## config.mk

```make
export PLATFORM = sky130hd
export DESIGN_NAME = lfsr_4bit
export DESIGN_NICKNAME = d
export VERILOG_FILES = /design/src/rtl/lfsr_4bit.sv
export SDC_FILE = /design/constraint.sdc
export NUM_CORES = 1
export LEC_CHECK = 0
export ABC_AREA = 1
export BUFFER_PORTS_ARGS = -buffer_cell sky130_fd_sc_hd__buf_2
export CELL_PAD_IN_SITES_DETAIL_PLACEMENT = 2
export CELL_PAD_IN_SITES_GLOBAL_PLACEMENT = 2
export CORE_MARGIN = 1
export CORE_UTILIZATION = 25
export CTS_CLUSTER_DIAMETER = 30
export CTS_CLUSTER_SIZE = 40
export DETAILED_ROUTE_END_ITERATION = 7
export GPL_TIMING_DRIVEN = 0
export MAX_ROUTING_LAYER = met4
export PLACE_DENSITY = 0.81
export SLEW_MARGIN = 20
export SYNTH_ARGS = -nofsm -noshare
export SYNTH_HDL_FRONTEND = slang
export SYNTH_SLANG_ARGS = --single-unit
```

## constraint.sdc

```tcl
create_clock -name clk -period 1.3 [get_ports clk]
set_clock_uncertainty 0.05 [all_clocks]
set_input_delay 0.13 -clock clk [delete_from_list [all_inputs] [get_ports clk]]
set_output_delay 0.13 -clock clk [all_outputs]
set_load 0.1 [all_outputs]
```

## src/rtl/lfsr_4bit.sv

```systemverilog
// 4-bit Fibonacci LFSR (x^4+x^3+1) with seed load, period-completion pulse and
// combinational next-value port. Define LFSR_LOCKUP_GUARD_EN to map a zero load to RESET_SEED.
module lfsr_4bit #(
    parameter logic [3:0] RESET_SEED = 4'b0001
) (
    input  logic       clk,
    input  logic       reset,
    input  logic       load,
    input  logic       enable,
    input  logic [3:0] inputSeed,
    output logic [3:0] outputRand,
    output logic [3:0] state,
    output logic       periodDone
);

    function automatic logic [3:0] lfsr_step(input logic [3:0] x);
        return {x[2:0], x[3] ^ x[2]};
    endfunction

    logic [3:0] r_state;
    logic [3:0] r_origin;
    logic       r_period_done;
    logic [3:0] w_load_val;
    logic [3:0] w_next_state;

`ifdef LFSR_LOCKUP_GUARD_EN
    // A zero seed would lock the register at 0000; substitute the reset seed.
    assign w_load_val = (inputSeed == 4'b0000) ? RESET_SEED : inputSeed;
`else
    assign w_load_val = inputSeed;
`endif

    assign w_next_state = lfsr_step(r_state);

    always_ff @(posedge clk or posedge reset) begin
        if (reset) begin
            r_state       <= RESET_SEED;
            r_origin      <= RESET_SEED;
            r_period_done <= 1'b0;
        end else if (load) begin
            r_state       <= w_load_val;
            r_origin      <= w_load_val;
            r_period_done <= 1'b0;
        end else if (enable) begin
            r_state       <= w_next_state;
            r_period_done <= (w_next_state == r_origin);
        end else begin
            r_period_done <= 1'b0;
        end
    end

    assign outputRand = lfsr_step(inputSeed);
    assign state      = r_state;
    assign periodDone = r_period_done;

endmodule

```

## Word-level counts from Yosys, hierarchy flattened

Cells that the tools add are included.

- Input bits: 8
- Flip-flop bits (word level): 9

- Bitwise logic cells: 2
- Multiplexer cells: 4
- Reduce and logical (&&, ||, !) cells: 1
- Eq/ne operators: 1

Operator list:

| kind | count |
|---|---|
| $mux 4 | 2 |
| $eq 4x4->1 | 1 |
| $mux 1 | 2 |
| $reduce_bool 2->1 | 1 |
| $xor 1x1->1 | 2 |

## Logic depth before layout (Yosys ltp)

Gate-level depths: netlist of the first run.

- Depth after elaboration: 4
- Mapped depth: 6
- Depth with buffers taken out: 6

## Least setup slack after synthesis of the first run

No wires, ideal clock.

- Path kind: input port to output port
- Start point: input inputSeed[3]
- End point: output outputRand[0]
- Cell stages on the path: 1
- Data arrival time: 1.560 ns
- Path buffers: 0
- Required time: 1.120 ns
- Path slack: -0.440 ns
- Cells stage by stage: xor2_1

- Word-level cells in the longest chain between the ends: 1

Ends and longest elaborated chain:

| item | RTL line | RTL |
|---|---|---|
| start, declared | 10 | `input logic [3:0] inputSeed,` |
| $xor 1x1->1 | 17 | `return {x[2:0], x[3] ^ x[2]};` |
| end, declared | 11 | `output logic [3:0] outputRand,` |

Every way passes these cells.

## Worst setup path in the final report of the first run

- Start point: register r_state[1] (netlist: state[1])
- End point: output state[1]

RTL lines:

| item | RTL line | RTL |
|---|---|---|
| start, declared | 20 | `logic [3:0] r_state;` |
| start signal, assigned | 41 | `r_state <= w_load_val;` |
| start signal, assigned | 45 | `r_state <= w_next_state;` |
| end, declared | 12 | `output logic [3:0] state,` |

No word-level cell between the ends.

==> summary.txt, run 1 <==
Clock network
  • Sinks on the clock net: 9
  • CTS tree: built
  • Num CTS Buffers: 3
  • CTS root buf: clkbuf_4
  • H-tree level count: 1
  • Clock latency on the worst-skew pair: 0.27 ns
  • Worst-path clk slew: 0.07 ns
  • Clock Tree Buf Depth: 2

Routing
  • Via count: 472
  • Remaining DRCs: 0
  • Post-Route WL: 1290 um
  • Post-route ant nets: 0
  • DR vias/cell: 4.29
  • First-pass iteration count of the detailed router: 4
  • DR iter-0 viols: 4
  • Routed len/inst: 11.7 um

GRT
  • Met3 Track Usage GR: 5.88%
  • Largest net degree at the start of global routing: 11
  • Initial antenna violation count: 0
  • First-pass GRT wire length: 2060 um
  • Global route overflow: 0
  • Met1 Usage GRT: 15.8%
  • Vias in the first global route: 468
  • GRT Max-Usage Layer: met2
  • GRT met2 Usage: 24.2%
  • GRT Overall Usage: 15.0%

Final layout
  • Area growth, synth to finish: 38.5%
  • Most common cell after layout, fill and taps aside: nand2_1
  • Layout cells sized above 1: 43.5%
  • NumNets Final: 94
  • Flip-flop and latch area: 235 um2
  • Fillers: 216
  • Final Util: 37.9%
  • Area of the multi-input gates: 200 um2
  • Antenna diodes: 0
  • Commonest non-fill, non-tap cells in the layout: nand2_1 (21), buf_2 (14), inv_1 (8)

Worst setup path
  • Levels on crit path: 1
  • CP Max Fanout: 4
  • CP arrival: 1.08 ns
  • Nature of the critical path endpoint: output pin
  • Worst R2R End: periodDone
  • Reg-to-reg startpoint: state[0]
  • Crit-path max cell delay: 0.43 ns
  • Critical Path RT: 1.12 ns
  • Crit-path cells: buf_2
  • Crit path kind: flop to output pin
  • CP top delay family: buffers and inverters
  • Buffers & Inverters on Critical Path: 1
  • Worst path slowest cell: buf_2
  • CP Launch Type: flop
  • Worst r2r path cells: 6
  • Reg2reg setup slack: 0.12 ns

Placement
  • I/O Buffers: 16
  • Post-Place Worst Slack: 0.0634 ns
  • HPWL after DPL: 1010 um
  • Final Wtd Congestion: 0.688

Yosys
  • Mapped Nets: 71
  • Distinct cells, synth: 15
  • Avg Inst Size Synth: 7.75 um2
  • Post-synthesis cell count: 63
  • Seq/Total Area, Yosys: 46.7%
  • Post-Syn Area: 488 um2
  • Synth warn: 0
  • Yosys reg bits: 9

Power and ir drop
  • Power Density: 1360 nW/um2
  • Worst ir drop on vdd: 0.521 mV
  • Leakage: 0.357 nW

Die
  • Die Ht: 46.2 um
  • Boundary Pins: 17
  • Core area: 1780 um2
  • Die ar.: 2130 um2
  • Die X: 46.2 um
  • Row cnt: 15
  • Initial Utilization: 27.4%

Run status
  • Status: completed

Min path
  • Hold Startpoint: inputSeed[1]
  • Worst Hold Depth: 3
  • Hold/Removal Path Class: primary input to flop
  • Hold Path Sink: r_origin[1]

Timing
  • Setup_tns: 0 ns
  • Pins Over Slew Limit: 0
  • Fin crit period: 1.26 ns
  • Highest clock rate: 791 MHz
  • Actual slew at the worst max-slew pin: 0.486 ns
  • Setup ws final: 0.0354 ns
  • Final hold vios: 0
  • Max-slew headroom: 67.8%
  • Final setup viols: 0
  • Period utilization: 97.3%
  • Unrepaired setup endpoints after global routing: false

Run
  • Max cap viols: 0
==> worst min-delay path, delay by kind of cell <==
family	cells	cell delay, ns
compound gates	1	0.07
buf+inv	1	0.09
simple gates	1	0.06
==> state kept, by name, summed over array words and instances (netlist names) <==
name        flops
state           4
r_origin        4
periodDone      1
==> layer usage <==
metal / share of wire, % / wire length (um)
met5: 0 / 0
met4: 1.6 / 21
met3: 4.6 / 60
met2: 51 / 656
met1: 43 / 553
==> power breakdown <==
group | switching (mW) | total (mW) | internal, mW
Combinational | 0.263 | 0.348 | 0.0854
Clock | 0.113 | 0.232 | 0.119
Sequential | 0.0229 | 0.338 | 0.315
Total | 0.399 | 0.918 | 0.520
==> worst max-delay path by stage <==
stage	from	end	slack [ns]
6_report	state[1]	state[1]	0.04
5_1_grt	state[1]	state[1]	0.005
4_1_cts	state[0]	state[0]	0.002
3_5_place_dp	state[0]	state[0]	0.06
3_3_place_gp	state[0]	state[0]	0.08
2_1_floorplan	state[2]	periodDone	0.05
==> per-stage QoR <==
stage	total power, mW	cell area [um2]	hold WS [ns]	instances
floorplan	0.602	503	-0.0937	63
global placement	0.659	614	0.0645	104
detailed placement	0.669	614	0.0786	104
CTS	0.925	668	0.0527	109
global route	0.959	676	0.0989	110
finish	0.918	676	0.0567	110
==> final cells by class <==
type	instances	area share [%]
Clock buffer	4	3.89
Buffer	4	5.00
Timing Repair Buffer	18	17.0
Multi-Input combinational cell	41	29.6
Tap cell	25	4.63
Sequential cell	9	34.8
Inverter	9	5.00
==> repair_timing <==
action,in CTS,in global routing
hold endpoints to repair,7,0
endpoints found under the setup margin,2,1
buffers inserted,0,1
resized for setup,5,0
hold buffers,1,0
==> synth_stat cells, drive strengths merged <==
cell type  number  area share (%)
nand2          23              19
inv             9             6.9
dfrtp           7              36
nor2            6             6.7
nand3           5             5.1
buf             4             6.9
o21ai           4             4.1
dfstp           2              11
a21boi          1             1.5
o31ai           1             1.5
xor2            1             1.8
==> cells by family (layout without fill, tap and decap cells) <==
kind of cell    count (synthesis)  count (layout)  share of synthesized area, %
xor+xnor                        1               1                          1.80
simple gates                   34              34                          30.5
buf+inv                        13              35                          13.8
flops                           9               9                          46.7
compound gates                  6               6                          7.18
(Power assumes the default switching activity.)
==> run 2, diff against run 1 <==
Settings changed: CORE_ASPECT_RATIO from default to 1.25.
==> summary.txt, run 2 (synthesis results as in run 1) <==
Run status
  • Status: completed

Timing
  • Setup_tns: 0 ns (unchanged)
  • Setup ws final: 0.0357 ns (+0.000278 ns)
  • Final hold vios: 0 (unchanged)
  • Actual slew at the worst max-slew pin: 0.488 ns (+0.00202 ns)
  • Period utilization: 97.3% (about the same)
  • Fin crit period: 1.26 ns (-0.000278 ns)
  • Pins Over Slew Limit: 0 (unchanged)
  • Highest clock rate: 791 MHz (about the same)
  • Max-slew headroom: 67.7% (-0.13 points)
  • Final setup viols: 0 (unchanged)
  • Unrepaired setup endpoints after global routing: false

Die
  • Row cnt: 17 (+2)
  • Die Ht: 51.4 um (+11%)
  • Initial Utilization: 27.0% (-0.38 points)
  • Die ar.: 2130 um2 (about the same)
  • Core area: 1810 um2 (+1.4%)
  • Die X: 41.5 um (-10%)
  • Boundary Pins: 17 (unchanged)

Routing
  • Post-route ant nets: 0 (unchanged)
  • Routed len/inst: 12.4 um (+5.9%)
  • Remaining DRCs: 0 (unchanged)
  • Via count: 474 (+0.42%)
  • Met3 routed WL: 42 um (-30%)
  • DR iter-0 viols: 0 (-4)
  • Met2 routed WL: 624 um (-4.9%)
  • First-pass iteration count of the detailed router: 1 (-3)
  • DR vias/cell: 4.56 (+6.2%)
  • Top sig layer: met4
  • Metal-1 WL: 585 um (+5.8%)
  • Post-Route WL: 1290 um (about the same)

Final layout
  • Layout cells sized above 1: 43.5% (unchanged)
  • Commonest non-fill, non-tap cells in the layout: nand2_1 (21), buf_2 (13), inv_1 (8)
  • Antenna diodes: 0 (unchanged)
  • Final cell count without fillers: 104 (-5.5%)
  • Final Util: 37.1% (-0.80 points)
  • Area growth, synth to finish: 37.4%
  • NumNets Final: 94 (unchanged)
  • Most common cell after layout, fill and taps aside: nand2_1
  • Fillers: 222 (+2.8%)

Worst setup path
  • Reg2reg setup slack: 0.14 ns (+0.02 ns)
  • Nature of the critical path endpoint: output pin
  • Crit path kind: flop to output pin
  • CP Launch Type: flop
  • CP Launch Point: state[1]
  • Reg-to-reg startpoint: state[0]
  • Buffers & Inverters on Critical Path: 1 (unchanged)
  • CP Max Fanout: 4 (unchanged)
  • Worst path slowest cell: buf_2
  • CP top delay family: buffers and inverters
  • Crit-path max cell delay: 0.43 ns (about the same)
  • Crit-path cells: buf_2
  • CP arrival: 1.08 ns (about the same)
  • Critical Path RT: 1.12 ns (about the same)

Clock network
  • Clock Tree Buf Depth: 2 (unchanged)
  • H-tree level count: 1 (unchanged)
  • Worst-path clk slew: 0.07 ns (about the same)
  • Num CTS Buffers: 3 (unchanged)
  • CTS tree: built
  • Clock latency on the worst-skew pair: 0.27 ns (about the same)
  • Sinks on the clock net: 9 (unchanged)
  • CTS root buf: clkbuf_4

Placement
  • HPWL after DPL: 989 um (-1.8%)
  • Dpl cells: 98 (-5.8%)
  • I/O Buffers: 16 (unchanged)
  • Final Wtd Congestion: 0.699 (+1.7%)
  • Post-Place Worst Slack: 0.0745 ns (+0.0112 ns)

GRT
  • Largest net degree at the start of global routing: 11 (unchanged)
  • GRT Overall Usage: 14.5% (-0.45 points)
  • Initial antenna violation count: 0 (unchanged)
  • Global route overflow: 0 (unchanged)
  • Vias in the first global route: 492 (+5.1%)
  • First-pass GRT wire length: 2160 um (+4.7%)

Power and ir drop
  • Overall Power: 919 uW (about the same)
  • Worst ir drop on vdd: 0.498 mV (-4.3%)
  • Power Density: 1370 nW/um2 (+0.80%)
  • Leakage: 0.358 nW (+0.18%)

Min path
  • Hold Startpoint: inputSeed[1]
  • Hold/Removal Path Class: primary input to flop

Run
  • Max cap viols: 0 (unchanged)
run 2: report_power, final:
| group | switching, mW | total [mW] | internal, mW |
|---|---|---|---|
| sequential | 0.0230 | 0.338 | 0.315 |
| combinational | 0.258 | 0.345 | 0.0873 |
| clock | 0.116 | 0.235 | 0.119 |
run 2: timing repair:
item / in CTS / in global routing
gates cloned: 0 / 0
resized for setup: 6 / 0
setup buffers: 0 / 1
hold endpoints to repair: 7 / 0
hold buffers: 1 / 0
setup endpoints to repair: 3 / 1
run 2: area by class of cell:
type,instances,area [um2],area share (%)
Multi-Input combinational cell,41,200,29.9
Buffer,4,33.8,5.04
Sequential cell,9,235,35.1
Clock buffer,4,26.3,3.92
Inverter,9,33.8,5.04
Timing Repair Buffer,18,118,17.5
Tap cell,19,23.8,3.54
run 2: metal layers:
layer	vias up	track usage (%)
met5	-	-
met4	0	11.3
met3	5	3.18
met2	14	22.1
met1	223	16.4
li1	232	-
run 2: metrics by stage:
step | instance area, um2 | hold WS, ns
3_5_place_dp | 607 | 0.0848
4_1_cts | 663 | 0.0573
2_1_floorplan | 503 | -0.0937
3_3_place_gp | 607 | 0.0634
5_1_grt | 671 | 0.0780
6_report | 671 | 0.0596
run 2: final timing paths:
path                                to  cells after the start
setup / recovery              state[1]                      1
hold / removal                state[1]                      3
setup reg to reg            periodDone                      6
hold reg to reg            r_origin[0]                      2
max in group asynchronous  r_origin[0]                      3
min in group asynchronous  r_origin[2]                      3
